File: src/rtl/uart_pkg.sv
// Shared definitions for the UART result-bus transmitter.
// Optional feature macro: UART_TX_PARITY_EN. When it is defined, frame bit
// BITS_PER_WORD+1 carries even parity over the data bits. The frame length
// does not change.
package uart_pkg;

    // Fixed frame geometry, shared with the host-side monitor
    localparam int BITS_PER_WORD  = 8;
    localparam int PACKET_SIZE_TX = 13;

    // Defaults for the top-level parameters (simulation values)
    localparam int DEFAULT_CLOCKS_PER_PULSE = 4;
    localparam int DEFAULT_W_BUS            = 128;

    // Positions of fields inside a frame vector
    localparam int START_IDX    = 0;
    localparam int DATA_LSB_IDX = 1;
    localparam int PARITY_IDX   = BITS_PER_WORD + 1;

    typedef enum logic {
        IDLE = 1'b0,
        SEND = 1'b1
    } state_t;

    // Build the complete frame for one data word. Bit 0 goes on the line first.
    // Every bit that is not the start bit, a data bit or the parity bit idles high.
    function automatic logic [PACKET_SIZE_TX-1:0] frame_f(input logic [BITS_PER_WORD-1:0] word);
        logic [PACKET_SIZE_TX-1:0] f;
        f                                 = '1;
        f[START_IDX]                      = 1'b0;
        f[DATA_LSB_IDX +: BITS_PER_WORD]  = word;
`ifdef UART_TX_PARITY_EN
        f[PARITY_IDX]                     = ^word;
`endif
        return f;
    endfunction

endpackage

File: src/rtl/uart_baud_tick.sv
// Bit-period timer. It counts 0..CLOCKS_PER_PULSE-1 while enabled and raises
// bit_end for one cycle on the last count of each bit period. The clear input
// holds the count at zero so that the next period starts aligned.
module uart_baud_tick #(
    parameter int CLOCKS_PER_PULSE = 4
) (
    input  logic clk,
    input  logic rstn,
    input  logic clear,
    input  logic en,
    output logic bit_end
);

    localparam int CNT_W = (CLOCKS_PER_PULSE > 1) ? $clog2(CLOCKS_PER_PULSE) : 1;
    localparam logic [CNT_W-1:0] LAST = CNT_W'(CLOCKS_PER_PULSE - 1);

    logic [CNT_W-1:0] cnt;

    // Pulse counter: wraps at the end of each bit period and is held at zero while cleared
    always_ff @(posedge clk or negedge rstn) begin
        if (!rstn) begin
            cnt <= '0;
        end else if (clear) begin
            cnt <= '0;
        end else if (en) begin
            if (cnt == LAST) begin
                cnt <= '0;
            end else begin
                cnt <= cnt + 1'b1;
            end
        end
    end

    assign bit_end = en && !clear && (cnt == LAST);

endmodule

File: src/rtl/uart_bus_tx.sv
// Serializes a W_BUS-wide result bus into N_WORDS back-to-back UART frames.
// Word 0 (bits [BITS_PER_WORD-1:0]) goes first, and each word is sent LSB first.
// Optional feature macro: UART_TX_PARITY_EN (even parity bit after the data bits).
module uart_bus_tx
    import uart_pkg::*;
#(
    parameter int CLOCKS_PER_PULSE = DEFAULT_CLOCKS_PER_PULSE,
    parameter int W_BUS            = DEFAULT_W_BUS
) (
    input  logic             clk,
    input  logic             rstn,
    input  logic             s_valid,
    output logic             s_ready,
    input  logic [W_BUS-1:0] s_data,
    output logic             tx,
    output logic             busy
);

    localparam int N_WORDS = W_BUS / BITS_PER_WORD;
    localparam int WORD_W  = (N_WORDS > 1) ? $clog2(N_WORDS) : 1;
    localparam int BIT_W   = $clog2(PACKET_SIZE_TX);

    localparam logic [WORD_W-1:0] LAST_WORD = WORD_W'(N_WORDS - 1);
    localparam logic [BIT_W-1:0]  LAST_BIT  = BIT_W'(PACKET_SIZE_TX - 1);

    state_t                    state;
    logic [W_BUS-1:0]          bus_reg;    // words still to send; the next word sits in the low byte
    logic [PACKET_SIZE_TX-2:0] frame_reg;  // bits of the current frame still to put on the line
    logic [WORD_W-1:0]         word_cnt;
    logic [BIT_W-1:0]          bit_cnt;
    logic                      bit_end;

    logic [PACKET_SIZE_TX-1:0] first_frame;
    logic [PACKET_SIZE_TX-1:0] next_frame;

    assign first_frame = frame_f(s_data[BITS_PER_WORD-1:0]);
    assign next_frame  = frame_f(bus_reg[BITS_PER_WORD-1:0]);

    uart_baud_tick #(
        .CLOCKS_PER_PULSE (CLOCKS_PER_PULSE)
    ) u_baud (
        .clk     (clk),
        .rstn    (rstn),
        .clear   (state == IDLE),
        .en      (state == SEND),
        .bit_end (bit_end)
    );

    // Transmit FSM: latches the bus, then walks the word and bit counters, driving tx from a register
    always_ff @(posedge clk or negedge rstn) begin
        if (!rstn) begin
            state     <= IDLE;
            tx        <= 1'b1;
            s_ready   <= 1'b1;
            busy      <= 1'b0;
            word_cnt  <= '0;
            bit_cnt   <= '0;
            bus_reg   <= '0;
            frame_reg <= '1;
        end else begin
            case (state)
                IDLE: begin
                    tx       <= 1'b1;
                    word_cnt <= '0;
                    bit_cnt  <= '0;
                    if (s_valid && s_ready) begin
                        // The start bit of word 0 goes out on the acceptance edge
                        bus_reg   <= s_data >> BITS_PER_WORD;
                        tx        <= first_frame[0];
                        frame_reg <= first_frame[PACKET_SIZE_TX-1:1];
                        s_ready   <= 1'b0;
                        busy      <= 1'b1;
                        state     <= SEND;
                    end
                end
                SEND: begin
                    if (bit_end) begin
                        if (bit_cnt == LAST_BIT) begin
                            bit_cnt <= '0;
                            if (word_cnt == LAST_WORD) begin
                                word_cnt <= '0;
                                tx       <= 1'b1;
                                busy     <= 1'b0;
                                s_ready  <= 1'b1;
                                state    <= IDLE;
                            end else begin
                                // The next frame starts with no idle gap
                                word_cnt  <= word_cnt + 1'b1;
                                tx        <= next_frame[0];
                                frame_reg <= next_frame[PACKET_SIZE_TX-1:1];
                                bus_reg   <= bus_reg >> BITS_PER_WORD;
                            end
                        end else begin
                            bit_cnt   <= bit_cnt + 1'b1;
                            tx        <= frame_reg[0];
                            frame_reg <= {1'b1, frame_reg[PACKET_SIZE_TX-2:1]};
                        end
                    end
                end
                default: begin
                    state <= IDLE;
                end
            endcase
        end
    end

endmodule
File: config.mk
export PLATFORM = sky130hd
export DESIGN_NAME = uart_bus_tx
export DESIGN_NICKNAME = d
export VERILOG_FILES = /design/src/rtl/uart_pkg.sv /design/src/rtl/uart_baud_tick.sv /design/src/rtl/uart_bus_tx.sv
export SDC_FILE = /design/constraint.sdc
export NUM_CORES = 1
export LEC_CHECK = 0
export BUFFER_PORTS_ARGS = -buffer_cell sky130_fd_sc_hd__buf_2
export CORE_MARGIN = 5
export CORE_UTILIZATION = 60
export CTS_BUF_LIST = sky130_fd_sc_hd__clkbuf_4 sky130_fd_sc_hd__clkbuf_8
export DETAILED_ROUTE_END_ITERATION = 8
export PLACE_DENSITY = 0.83
export RECOVER_POWER = 100
export SETUP_SLACK_MARGIN = 0.1
export SKIP_LAST_GASP = 1
export SLEW_MARGIN = 20
export SYNTH_ARGS = -nofsm -noshare
export SYNTH_HDL_FRONTEND = slang
export SYNTH_SLANG_ARGS = --single-unit
File: constraint.sdc
create_clock -name clk -period 4.12 [get_ports clk]
set_clock_uncertainty 0.05 [all_clocks]
set_input_delay 0.412 -clock clk [delete_from_list [all_inputs] [get_ports clk]]
set_output_delay 0.412 -clock clk [all_outputs]
set_load 0.005 [all_outputs]
==> flow_summary_export.csv, run 1 <==
group,metric,value,unit
synthesis,synthCells,789,
placement,dpl.hpwl,12000,um
sta,post-route-period-util,0.789,
global_route,grt_pass1_vias,6411,
hold_path,hold_class,"in -> reg",
pwr,p_leak,4.19,nW
pwr,total_power,2.82,mW
synthesis,yosysUniqueCellTypes,40,
sta,finalWorstSetupSlack,0.871,ns
synthesis,async_flop_share,1.00,
pwr,power.internal,2.23,mW
global_route,grt_pass1_wl,31900,um
routing,top_layer,"met4",
pwr,p_seq_frac,0.494,
die,dieArea,15900,um^2
global_route,gr-total-overflow,0,
placement,io_buffers,133,
sta,worst_pin_slew,2.33,ns
synthesis,yosysWarnings,0,
clock_network,holdBufCountCts,0,
routing,wl_met2,9050,um
placement,place_worst_setup_slack,1.62,ns
finish,syn_to_final_growth,11.3,%
die,core_area,13200,um^2
routing,dr_wl_met3,909,um
routing,remaining_drc_errors,0,
placement,gp_congestion,0.804,
routing,routedLengthMet1,8740,um
setup_path,end_kind,"register",
routing,vias,6583,
setup_path,critPathLaunchType,"register",
die,ios,134,
sta,hold_slack,0.157,ns
clock_network,postCtsSetupBuffers,0,
setup_path,path_max_fanout,63,
finish,layout-drive-gt1-share,0.212,
routing,vias_per_cell,6.24,
pwr,p_per_area,314,nW/um^2
synthesis,synth_edf_count,0,
sta,relSlewSlack,-0.550,
routing,dr.first_iter.drc_count,680,
synthesis,synth_area_per_cell,10.2,um^2
clock_network,cts.htree.levels,4,
finish,final.fill_count,1013,
routing,post_drt_wl_per_cell,18.1,um
sta,layout_min_cycle_time,3.25,ns
synthesis,yosys_register_bits,142,
clock_network,path_clk_slew,0.08,ns
sta,report.final.slew_viol_count,366,
synthesis,synth_top_area_frac,0.410,
sta,finalHoldViolCount,0,
pwr,p_switching,0.593,mW
setup_path,criticalPathCategory,"reg -> reg",
synthesis,synth_area_leaders,"dfrtp_1, mux2i_1, a211oi_1, and3_1, a21oi_1",
finish,final_cell_mix,"dfrtp_1, buf_2, mux2i_1",
die,initial_core_util,0.611,
clock_network,cts_root_buf,"clkbuf_8",
global_route,grt_usage,0.243,
synthesis,synth_area,8070,um^2
routing,drt_first_pass_iters,5,
sta,setup_violations,0,
sta,fmax,0.308,GHz
status,outcome,"complete, but fails checks",
die,rows,42,
finish,n_antenna_cell,0,
clock_network,cts_resized,0,
clock_network,cts.sinks,142,
finish,largest_reg_flops,120,
clock_network,numCtsBuffers,17,
sta,rsz0062_at_grt,"false",
global_route,antenna_found_initial,0,
synthesis,ys_seq_area_frac,0.442,
pwr,switching_share,0.210,
die,fp.dieH,126,um
setup_path,cp.required,4.36,ns
status,violations,"capacitance limit, slew limit",
flow_run,max_cap_violations,4,
finish,fin_nets,1001,
routing,postRouteAntennaNets,0,
synthesis,postSynthNetCount,924,
global_route,grt_max_degree,117,
setup_path,critical_path_arrival,3.49,ns
pwr,combinationalPowerShare,0.037,
synthesis,synth_flop_cell,"dfrtp_1",
clock_network,cts_tree,"yes",
clock_network,insertion_delay,0.45,ns
clock_network,cts_max_path_buffers,2,
pwr,ir_drop,187,uV
routing,routed_wl,19100,um
synthesis,synth.largest_area_cell,"dfrtp_1",
sta,setup_tns,0,ns
die,dieWidth,126,um
pwr,clkPwrFrac,0.469,
layout make-up:
cell class / count / area [um^2] / area share
timing repair buffer: 142 / 721 / 0.0803
multi-input combinational: 559 / 3970 / 0.442
sequential: 142 / 3570 / 0.398
clock inverter: 10 / 183 / 0.0204
clock buffer: 22 / 297 / 0.0330
tap: 176 / 220 / 0.0245
inverter: 4 / 15.0 / 0.00167
power by group through the flow:
stage	registers (mW)	clock network [mW]	logic (mW)
global placement	1.42	0	0.104
floorplan	1.42	0	0.0115
global route	1.39	1.40	0.118
detailed placement	1.42	0	0.106
finish	1.39	1.32	0.104
CTS	1.39	1.34	0.107
cell families (layout without fill, tap and decap cells):
group,after synthesis,count (layout),share of synthesized area
flip-flops,142,142,0.442
XOR/XNOR,1,1,0.00109
buffers and inverters,88,178,0.0666
adder cells (fa/ha/maj),4,4,0.00621
AND/OR/NAND/NOR,158,158,0.117
AO/OA/AOI/OAI,270,270,0.211
multiplexers,126,126,0.156
critical path, cell delays in order (launching register included):
cell and delay, ns:
dfrtp_1 0.42, inv_1 0.12, ha_1 0.32, nand4_4 0.16, nor2_4 0.11, clkbuf_2 1.41, mux2i_1 0.34, a21oi_1 0.11
synthesized netlist by cell type, types with 2 or more instances:
cell type  count
and3_1       114
o22ai_1       15
dfstp_2       10
ha_1           4
nand2_1       20
nand3_1        2
nor3_1         2
buf_2          4
a21boi_0       2
and2_1         5
buf_12        11
inv_1          4
nor2_1         6
buf_6          2
clkbuf_1      64
o21ai_0        5
a211oi_1     113
nor2b_1        3
mux2i_1      126
a22oi_1        6
dfrtp_1      132
buf_4          2
a21oi_1      120
metrics by stage:
step | instances | cell area [um^2] | util
CTS | 1055 | 8990 | 0.682
floorplan | 789 | 8070 | -
global placement | 1023 | 8510 | 0.646
finish | 1055 | 8970 | 0.680
global route | 1055 | 8970 | 0.680
detailed placement | 1023 | 8510 | 0.646
layer usage:
layer / vias to the layer above / global-route usage
li1: 3151 / -
met1: 3197 / 0.349
met2: 195 / 0.368
met3: 40 / 0.0483
met4: 0 / 0.0864
met5: - / 0
final timing paths:
kind	startpoint	endpoint	slack (ns)	cells after the start
max in group asynchronous	rstn	bus_reg[13]	1.36	2
hold reg to reg	u_baud.cnt[0]	u_baud.cnt[0]	0.39	1
setup / recovery	bit_cnt[0]	bus_reg[64]	0.87	7
setup reg to reg	bit_cnt[0]	bus_reg[64]	0.87	7
min in group asynchronous	rstn	bus_reg[5]	0.59	1
hold / removal	s_data[113]	bus_reg[105]	0.16	2
No activity file was read; power rests on OpenSTA's default activity.
==> run 2: changes to the inputs <==
--- a/config.mk
+++ b/config.mk
@@ -7,10 +7,10 @@
 export LEC_CHECK = 0
 export BUFFER_PORTS_ARGS = -buffer_cell sky130_fd_sc_hd__buf_2
 export CORE_MARGIN = 5
-export CORE_UTILIZATION = 60
+export CORE_UTILIZATION = 59
 export CTS_BUF_LIST = sky130_fd_sc_hd__clkbuf_4 sky130_fd_sc_hd__clkbuf_8
 export DETAILED_ROUTE_END_ITERATION = 8
-export PLACE_DENSITY = 0.83
+export PLACE_DENSITY = 0.82
 export RECOVER_POWER = 100
 export SETUP_SLACK_MARGIN = 0.1
 export SKIP_LAST_GASP = 1
==> constraint.sdc (replaced) <==
create_clock -name clk -period 3.3 [get_ports clk]
set_clock_uncertainty 0.05 [all_clocks]
set_input_delay 0.33 -clock clk [delete_from_list [all_inputs] [get_ports clk]]
set_output_delay 0.33 -clock clk [all_outputs]
set_load 0.005 [all_outputs]
==> flow_summary_export.csv, run 2 (same netlist as run 1, synthesis figures left out) <==
group,metric,value,unit
status,outcome,"complete, no violations",
placement,dpl.hpwl,12100,um
die,dieWidth,127,um
pwr,ir_drop,250,uV
finish,final.fill_count,1072,
finish,layout-drive-gt1-share,0.209,
clock_network,cts_resized,0,
global_route,antenna_found_initial,0,
clock_network,cts.htree.levels,4,
clock_network,postCtsSetupBuffers,0,
placement,io_buffers,133,
placement,place_worst_setup_slack,1.19,ns
sta,rsz0062_at_grt,"false",
die,dieArea,16100,um^2
placement,gp_congestion,0.835,
pwr,p_per_area,364,nW/um^2
global_route,grt_pass1_wl,32000,um
global_route,grt_pass1_vias,6481,
routing,postRouteAntennaNets,0,
finish,fin_nets,1001,
sta,worst_pin_slew,1.25,ns
setup_path,startpoint,"bit_cnt[0]",
setup_path,criticalPathCategory,"reg -> reg",
hold_path,min_from,"s_data[113]",
clock_network,path_clk_slew,0.08,ns
setup_path,path_max_fanout,63,
sta,setup_violations,0,
sta,finalWorstSetupSlack,0.569,ns
die,fp.dieH,127,um
routing,remaining_drc_errors,0,
finish,n_antenna_cell,0,
sta,post-route-period-util,0.828,
sta,finalHoldViolCount,0,
die,ios,134,
sta,layout_min_cycle_time,2.73,ns
routing,post_drt_wl_per_cell,18.4,um
clock_network,cts_max_path_buffers,2,
die,initial_core_util,0.604,
flow_run,max_cap_violations,0,
routing,vias,6565,
clock_network,cts_root_buf,"clkbuf_8",
finish,final_cell_mix,"buf_2, dfrtp_1, mux2i_1",
finish,largest_reg_flops,120,
clock_network,holdBufCountCts,1,
setup_path,critical_path_arrival,2.98,ns
global_route,grt_max_degree,204,
setup_path,cp.required,3.54,ns
global_route,gr-total-overflow,0,
finish,final_common_cell,"buf_2",
finish,syn_to_final_growth,10.4,%
clock_network,cts_tree,"yes",
clock_network,numCtsBuffers,17,
sta,fmax,0.366,GHz
global_route,grt_usage,0.242,
routing,drt_first_pass_iters,5,
hold_path,hold_class,"in -> reg",
sta,setup_tns,0,ns
sta,report.final.slew_viol_count,0,
clock_network,insertion_delay,0.45,ns
sta,hold_slack,0.0827,ns
die,core_area,13300,um^2
sta,relSlewSlack,0.166,
clock_network,cts.sinks,142,
routing,dr.first_iter.drc_count,583,
setup_path,critPathLaunchType,"register",
routing,routed_wl,19400,um
die,rows,42,
routing,vias_per_cell,6.22,
pwr,p_leak,4.18,nW
setup_path,end_kind,"register",
setup_path,timing.rr.start,"bit_cnt[0]",
run 2: cell count changes in the layout (fill, tap and decap cells not counted), sizes merged:
| cell | change |
|---|---|
| buf | +2 |
| bufinv | -3 |
| dlygate4sd3 | +1 |
| clkinvlp | -3 |
| clkinv | +4 |
| clkbuf | -1 |
run 2: per-layer routing:
metal | wire length, um | vias to the layer above | global-route usage
met1 | 8620 | 3177 | 0.339
met2 | 9400 | 195 | 0.379
met3 | 924 | 42 | 0.0450
li1 | - | 3151 | -
met4 | 418 | 0 | 0.0858
met5 | 0 | - | 0
run 2: final timing paths:
path,endpoint,slack [ns],cells past startpoint
max,bus_reg[71],0.57,7
min,bus_reg[105],0.08,2
max reg2reg,bus_reg[71],0.57,7
min reg2reg,u_baud.cnt[0],0.41,1
max in group asynchronous,word_cnt[1],0.94,3
min in group asynchronous,bus_reg[6],0.50,2
run 2: power breakdown:
group	leakage (nW)	switching, mW	total, mW	internal (mW)
clock network	0.209	0.635	1.37	0.734
logic	2.06	0.0732	0.130	0.0568
registers	1.91	0	1.74	1.74
total	4.18	0.708	3.24	2.53
run 2: critical path: stages (launching register included):
cell and delay (ns):
dfrtp_1 0.43, inv_1 0.13, ha_1 0.28, nand4_1 0.24, nor2_4 0.14, clkbuf_4 0.85
mux2i_1 0.29, a21oi_1 0.10
run 2: through the flow:
step	instance area [um^2]	utilization	std cells	power (mW)
floorplan	8070	-	789	1.79
global placement	8570	0.642	1022	1.90
detailed placement	8570	0.642	1022	1.91
CTS	8960	0.671	1055	3.27
global route	8900	0.667	1055	3.36
finish	8900	0.667	1055	3.24
run 2: cell type report:
| cell class | instances | area [um^2] | area share |
|---|---|---|---|
| Clock buffer | 24 | 293 | 0.0329 |
| Clock inverter | 8 | 90.1 | 0.0101 |
| Inverter | 4 | 15.0 | 0.00169 |
| Multi-Input combinational cell | 559 | 3950 | 0.444 |
| Sequential cell | 142 | 3570 | 0.401 |
| Tap cell | 176 | 220 | 0.0247 |
| Timing Repair Buffer | 142 | 764 | 0.0859 |
==> run 3: changes to the inputs <==
==> constraint.sdc (replaced) <==
create_clock -name clk -period 2.7 [get_ports clk]
set_clock_uncertainty 0.05 [all_clocks]
set_input_delay 0.27 -clock clk [delete_from_list [all_inputs] [get_ports clk]]
set_output_delay 0.27 -clock clk [all_outputs]
set_load 0.005 [all_outputs]
==> flow_summary_export.csv, run 3 (same netlist as run 1, synthesis figures left out) <==
group,metric,value,unit
sta,finalWorstSetupSlack,0.397,ns
placement,place_area,8610,um^2
global_route,grt_pass1_vias,6454,
setup_path,criticalPathCategory,"reg -> reg",
setup_path,end_kind,"register",
pwr,total_power,4.11,mW
clock_network,path_clk_slew,0.07,ns
finish,syn_to_final_growth,11.7,%
placement,place_worst_setup_slack,0.568,ns
status,outcome,"complete, no violations",
clock_network,cts.sinks,142,
hold_path,hold_depth,2,
placement,io_buffers,133,
pwr,power.internal,3.26,mW
routing,vias_per_cell,6.17,
die,rows,42,
clock_network,numCtsBuffers,17,
global_route,grt_pass1_wl,31600,um
pwr,p_seq_frac,0.518,
clock_network,postCtsSetupBuffers,0,
pwr,p_switching,0.849,mW
setup_path,r2r_slack,0.40,ns
setup_path,path_max_fanout,61,
sta,post-route-period-util,0.853,
sta,report.final.slew_viol_count,0,
die,fp.dieH,127,um
setup_path,critical_path_arrival,2.59,ns
global_route,grt_usage,0.238,
sta,fmax,0.434,GHz
sta,relSlewSlack,0.343,
pwr,combinationalPowerShare,0.039,
finish,final.fill_count,1056,
placement,gp_congestion,0.821,
clock_network,cts_resized,0,
routing,routed_wl,19000,um
finish,layoutNonFillerInstCount,1060,
clock_network,cts_tree,"yes",
die,initial_core_util,0.604,
setup_path,timing.rr.start,"state",
sta,rsz0062_at_grt,"false",
setup_path,reg2reg_to,"tx",
clock_network,insertion_delay,0.45,ns
finish,layout-drive-gt1-share,0.213,
routing,post_drt_wl_per_cell,18.0,um
flow_run,max_cap_violations,0,
routing,drt_first_pass_iters,5,
routing,dr.first_iter.drc_count,552,
routing,vias,6544,
die,dieArea,16100,um^2
setup_path,critPathLaunchType,"register",
global_route,gr-total-overflow,0,
sta,layout_min_cycle_time,2.30,ns
hold_path,hold_class,"in -> reg",
global_route,antenna_found_initial,0,
die,ios,134,
sta,setup_tns,0,ns
setup_path,worstRegToRegCells,4,
clock_network,cts_max_path_buffers,2,
finish,fin_nets,1007,
setup_path,cp.required,2.98,ns
die,core_area,13300,um^2
clock_network,cts.htree.levels,4,
placement,dp_cells,1027,
sta,finalHoldViolCount,0,
routing,postRouteAntennaNets,0,
placement,dpl.hpwl,12500,um
finish,final_util,0.675,
finish,design_area,9010,um^2
pwr,p_per_area,456,nW/um^2
pwr,p_leak,4.22,nW
global_route,grt_max_degree,130,
finish,n_antenna_cell,0,
finish,final_cell_mix,"dfrtp_1, buf_2, mux2i_1",
sta,worst_pin_slew,0.985,ns
sta,setup_violations,0,
pwr,clkPwrFrac,0.443,
die,dieWidth,127,um
hold_path,min_from,"s_data[113]",
clock_network,cts_root_buf,"clkbuf_8",
routing,remaining_drc_errors,0,
sta,hold_slack,0.0337,ns
pwr,switching_share,0.207,
finish,largest_reg_flops,120,
hold_path,holdPathEnd,"bus_reg[105]",
pwr,ir_drop,276,uV
==> run 3: changes by cell type in the layout (fill, tap and decap cells not counted), sizes merged <==
cell | previous run | this run
buf | 138 | 142
dlygate4sd3 | 1 | 2
clkbuf | 27 | 29
clkinv | 6 | 3
bufinv | 2 | 3
==> run 3: routing by layer <==
metal	GRT usage	routed length, um	up-vias
met4	0.0833	373	0
li1	-	-	3166
met5	0	0	-
met2	0.373	9180	204
met3	0.0521	966	33
met1	0.328	8520	3141
==> run 3: cell type report <==
class,count,area (um^2),share of cell area
Sequential cell,142,3570,0.396
Tap cell,176,220,0.0244
Multi-Input combinational cell,559,3960,0.439
Clock buffer,25,325,0.0361
Inverter,4,15.0,0.00167
Clock inverter,6,105,0.0117
Timing Repair Buffer,148,821,0.0911
==> run 3: what timing repair did <==
item,in CTS,in global routing
endpoints found under the setup margin,0,0
hold endpoints to repair,80,0
hold buffers,2,0
==> run 3: worst max path at each step <==
stage | start | slack (ns) | endpoint | depth (start not counted)
after CTS | bit_cnt[0] | 0.55 | bus_reg[30] | 7
after floorplan | bit_cnt[0] | 0.94 | bus_reg[0] | 8
final | state | 0.40 | tx | 4
after detailed placement | bit_cnt[0] | 0.57 | bus_reg[18] | 7
after global placement | bit_cnt[0] | 0.68 | bus_reg[105] | 6
after global routing | state | 0.22 | tx | 4
==> run 3: critical path, cell delays in order, from the launching register on <==
cell      delay [ns]
dfrtp_2         1.01
and2_1          0.49
o21ai_1         0.32
a21oi_1         0.24
a211oi_1        0.07
==> run 3: power groups by stage <==
stage               Clock, mW  Sequential (mW)  Combinational, mW
finish                   1.82             2.13              0.159
global route             1.95             2.13              0.180
CTS                      1.86             2.13              0.166
detailed placement          0             2.17              0.164
global placement            0             2.17              0.158
floorplan                   0             2.17             0.0175
